$ cat src/rtl/gl_operand_seq.sv
// Operand sequencer: fetches N operand words from BRAM after an opcode and hands them to decode.
// Optional abort input is enabled by defining GL_OPSEQ_ABORT_EN.
module gl_operand_seq #(
    parameter int width   = 32,
    parameter int MAX_OPS = 16
) (
    input  logic             clk,
    input  logic             reset,
    input  logic             start,
    input  logic [7:0]       opcode,
    input  logic [width-1:0] base_addr,
    output logic [width-1:0] bram_addr,
    input  logic [width-1:0] bram_data,
    output logic [width-1:0] op_data,
    output logic             op_valid,
    input  logic             op_ready,
    output logic [4:0]       op_index,
    output logic             op_last,
    output logic             busy,
    output logic             stall_fetch,
`ifdef GL_OPSEQ_ABORT_EN
    input  logic             abort,
`endif
    output logic             done
);

    localparam int CW = $clog2(MAX_OPS + 1);

    typedef enum logic [2:0] {IDLE, ISSUE, CAPTURE, HOLD, DONE} state_t;

    state_t         state, nxt;
    logic [CW-1:0]  n_dec, n_lat;
    logic [4:0]     last_idx;
    logic           abort_req;
    logic           hs;

    function automatic logic [CW-1:0] op_count(input logic [7:0] op);
        case (op)
            8'h03, 8'h04:                      return CW'(3);
            8'h11, 8'h13, 8'h16, 8'h17, 8'h18: return CW'(16);
            8'h19:                             return CW'(4);
            8'h1A:                             return CW'(6);
            default:                           return '0;
        endcase
    endfunction

    assign n_dec    = op_count(opcode);
    assign last_idx = 5'(n_lat) - 5'd1;
    assign hs       = op_valid & op_ready;

`ifdef GL_OPSEQ_ABORT_EN
    assign abort_req = abort & (state != IDLE);
`else
    assign abort_req = 1'b0;
`endif

    always_ff @(posedge clk) begin
        if (reset) state <= IDLE;
        else       state <= nxt;
    end

    always_comb begin
        nxt = state;
        case (state)
            IDLE:    if (start) nxt = (n_dec != '0) ? ISSUE : DONE;
            ISSUE:   nxt = CAPTURE;
            CAPTURE: nxt = HOLD;
            HOLD:    if (hs) nxt = op_last ? DONE : ISSUE;
            DONE:    nxt = IDLE;
            default: nxt = IDLE;
        endcase
        // Abort outranks a same-cycle handshake.
        if (abort_req) nxt = IDLE;
    end

    always_comb begin
        busy        = (state != IDLE);
        done        = (state == DONE);
        stall_fetch = busy | (start & (n_dec != '0));
    end

    always_ff @(posedge clk) begin
        if (reset) begin
            bram_addr <= '0;
            op_data   <= '0;
            op_index  <= '0;
            op_valid  <= 1'b0;
            op_last   <= 1'b0;
            n_lat     <= '0;
        end else if (abort_req) begin
            op_valid <= 1'b0;
            op_last  <= 1'b0;
        end else begin
            case (state)
                IDLE: if (start && n_dec != '0) begin
                    n_lat     <= n_dec;
                    bram_addr <= base_addr;
                    op_index  <= '0;
                end
                CAPTURE: begin
                    op_data  <= bram_data;
                    op_valid <= 1'b1;
                    op_last  <= (op_index == last_idx);
                end
                HOLD: if (hs) begin
                    op_valid <= 1'b0;
                    op_last  <= 1'b0;
                    if (!op_last) begin
                        bram_addr <= bram_addr + 1'b1;
                        op_index  <= op_index + 5'd1;
                    end
                end
                default: ;
            endcase
        end
    end

endmodule

$ cat config.mk
export PLATFORM = sky130hd
export DESIGN_NAME = gl_operand_seq
export DESIGN_NICKNAME = d
export VERILOG_FILES = /design/src/rtl/gl_operand_seq.sv
export SDC_FILE = /design/constraint.sdc
export NUM_CORES = 1
export LEC_CHECK = 0
export BUFFER_PORTS_ARGS = -buffer_cell sky130_fd_sc_hd__buf_4
export CAP_MARGIN = 30
export CORE_MARGIN = 4
export CORE_UTILIZATION = 51
export DETAILED_ROUTE_END_ITERATION = 8
export MAX_ROUTING_LAYER = met4
export PLACE_DENSITY = 0.81
export RECOVER_POWER = 100
export SLEW_MARGIN = 20
export SYNTH_ARGS = -nofsm -noshare
export SYNTH_HDL_FRONTEND = slang
export SYNTH_SLANG_ARGS = --single-unit
$ cat constraint.sdc
create_clock -name clk -period 2.25 [get_ports clk]
set_input_delay 0 -clock clk [delete_from_list [all_inputs] [get_ports clk]]
set_output_delay 0 -clock clk [all_outputs]
set_load 0.005 [all_outputs]
==> results.toml <==
[hold_path]
hold_class = "primary input to register"
hold_path_end = "bram_addr[7]"
worstHoldStart = "base_addr[7]"
holdPathStages = 3

[critical_path]
crit_arrival_ns = 2.44
cp.required_ns = 2.48
rrSetupSlack_ns = 0.13
start_kind = "primary input"
worst-path-max-fanout = 11
r2r_end = "bram_addr[29]"
end_kind = "register"
worstSetupStartpoint = "opcode[4]"
crit_type = "primary input to register"
reg2regPathDepth = 5
r2r-start = "bram_addr[7]"

[placed_design]
place_congestion = 1.008
place_area_um2 = 5569
dp_hpwl_um = 9544
pre_cts_slack_ns = 0.2268
io_buffers = 149

[global_route]
grt_max_degree = 62
grt_pass1_wl_um = 22030
grt_overflow = 0
first_global_vias = 4636
antenna_found_initial = 0
track_usage_pct = 27.34

[timing]
finalHoldViolations = 0
setup_ws_ns = 0.04475
finalSetupViolCount = 0
worstMarginPinSlew_ns = 0.6281
period_share_pct = 98.01
period_needed_ns = 2.205
worst_clock_skew_ns = 0.01234
final-max-slew-violation-count = 0
max_freq_mhz = 453.5
rsz0062_at_grt = "false"
fin_tns_setup_ns = 0
slew_headroom_pct = 58.12

[synthesis]
yosys-top-cells-area = "dfxtp_1, nand2_1, a21oi_1, o32ai_2, o221a_2"
synth_ff_type = "dfxtp_1"
synth_cell_types = 65
async_reset_ff_share_pct = 0
yosys_register_bits = 78
syn-num-nets = 610
yosysTopAreaCellShare_pct = 35.77
synth_edf_count = 0
yosys_warnings = 0
synth_cells = 527
postSynthAreaPerCell_um2 = 8.284
synth_top_area_cell = "dfxtp_1"
ys_seq_area_share_pct = 35.77
syn_area_um2 = 4365

[floorplan]
initial_core_util_pct = 52.86
rows = 33
die_w_um = 100.5
coreArea_um2 = 8258
io_pins = 150
dieArea_um2 = 10100
die_h_um = 100.5

[power]
p_sw_w = 0.0006683
leakage_nw = 2.387
ir_drop_mv = 0.3754
power.share.sequential_pct = 49.0
comb_power_share_pct = 11.6
internal_power_w = 0.002202
sw_frac_of_total_pct = 23.29
power_frac_clock_pct = 39.4
power.density_nw_per_um2 = 476.9

[clock_tree]
clkLatencyLatePin_ns = 0.34
cts_root_buf = "clkbuf_8"
clockBufferDepth = 2
htreeDepth = 3
cts.sinks = 78
clkTransAtPathRegs_ns = 0.08
cts_tree = "yes"
cts_made_buffers = 9

[detailed_routing]
firstDrtPassIters = 5
routed_via_density = 5.978
wire_per_inst_um = 17.05
drcViolationCount = 0
drt_iter0_markers = 307
num_vias = 4896
ant_nets = 0
wirelength_um = 13960

[final_layout]
multi_input_area_um2 = 2429
nFillCells = 639
antenna_cells = 0
drive_gt1_share_pct = 28.99
fin_util_pct = 72.86
stdcell_area_um2 = 6017
syn_to_final_growth_pct = 37.83
final_common_cell = "nand2_1"
fin_nets = 793
layout_common_cells = "nand2_1, buf_4, dfxtp_1"
seq_area_um2 = 1562

[run_status]
outcome = "finished, final reports clean"

[flow_run]
drv_cap = 0
[metal layers]
layer / vias up / GRT usage, % / part of all wire, % / wire (µm)
li1: 2319 / - / - / -
met1: 2320 / 33.45 / 41 / 5695
met2: 212 / 44.75 / 50 / 6985
met3: 45 / 3.460 / 5.7 / 797
met4: 0 / 12.85 / 3.5 / 483
met5: - / - / 0 / 0
[cell families after synthesis]
family          after synthesis  synth area share (%)
compound gates              167                 29.55
xor+xnor                      6                 1.204
fa+ha+maj                     7                 2.006
buf+inv                      53                 7.194
flops                        78                 35.77
mux                           3                0.7165
simple gates                213                 23.56
[worst max-delay path, stage by stage]
cell and delay, ns:
dlygate4sd3_1 0.52, clkbuf_1 0.20, nand3_1 0.12, o2bb2ai_1 0.46, o2111a_1 0.52, nor2_8 0.04, clkbuf_2 0.24, o32ai_1 0.33
[state kept, by name, summed over array words and instances, names as in the netlist]
signal	count
n_lat	4
state	3
op_data	32
bram_addr	32
op_last	1
op_index	5
op_valid	1
[power groups by stage]
stage	combinational (W)	sequential [W]	clock, W
CTS	0.000338	0.00141	0.00115
global route	0.000358	0.00141	0.00120
global placement	0.000277	0.00144	0
floorplan	0.000126	0.00143	0
finish	0.000333	0.00141	0.00113
detailed placement	0.000284	0.00144	0
[area by class of cell]
class | instances | area share (%)
sequential | 78 | 25.95
clock buffer | 9 | 2.059
clock inverter | 6 | 1.456
multi-input combinational | 396 | 40.36
timing repair buffer | 213 | 27.24
inverter | 12 | 0.7486
tap | 105 | 2.183
[worst max path at each step]
stage	endpoint	slack, ns	cells after the start
floorplan	bram_addr[20]	0.46	5
global placement	bram_addr[25]	0.28	5
detailed placement	bram_addr[25]	0.23	5
global route	bram_addr[29]	0.008	8
finish	bram_addr[29]	0.04	8
CTS	bram_addr[25]	0.20	5
[stage by stage]
step / hold slack, ns / total power (W) / instances
after floorplan: 0.1360 / 0.001559 / 527
after global placement: 0.2479 / 0.001714 / 767
after detailed placement: 0.2551 / 0.001722 / 767
after CTS: 0.0006095 / 0.002895 / 819
after global routing: 0.01672 / 0.002968 / 819
final: 0.01320 / 0.002870 / 819
[cell usage after synthesis (all sizes together), types with 11 or more instances]
cell type and n:
clkbuf 17, nand2 105, o32ai 15, dfxtp 78, a31oi 14, a21oi 68
nand4 14, inv 11, nand3 15, nor2 35, nor3 14, o221a 12
buf 20, a22oi 14
[what timing repair did]
item                                    4_1_cts  5_1_grt
resized for setup                             0        0
endpoints found under the setup margin        0        0
hold endpoints to repair                     36        0
hold buffers                                 37        0
setup buffers                                 0        0
Note: power is estimated with default switching activity, not from simulation.
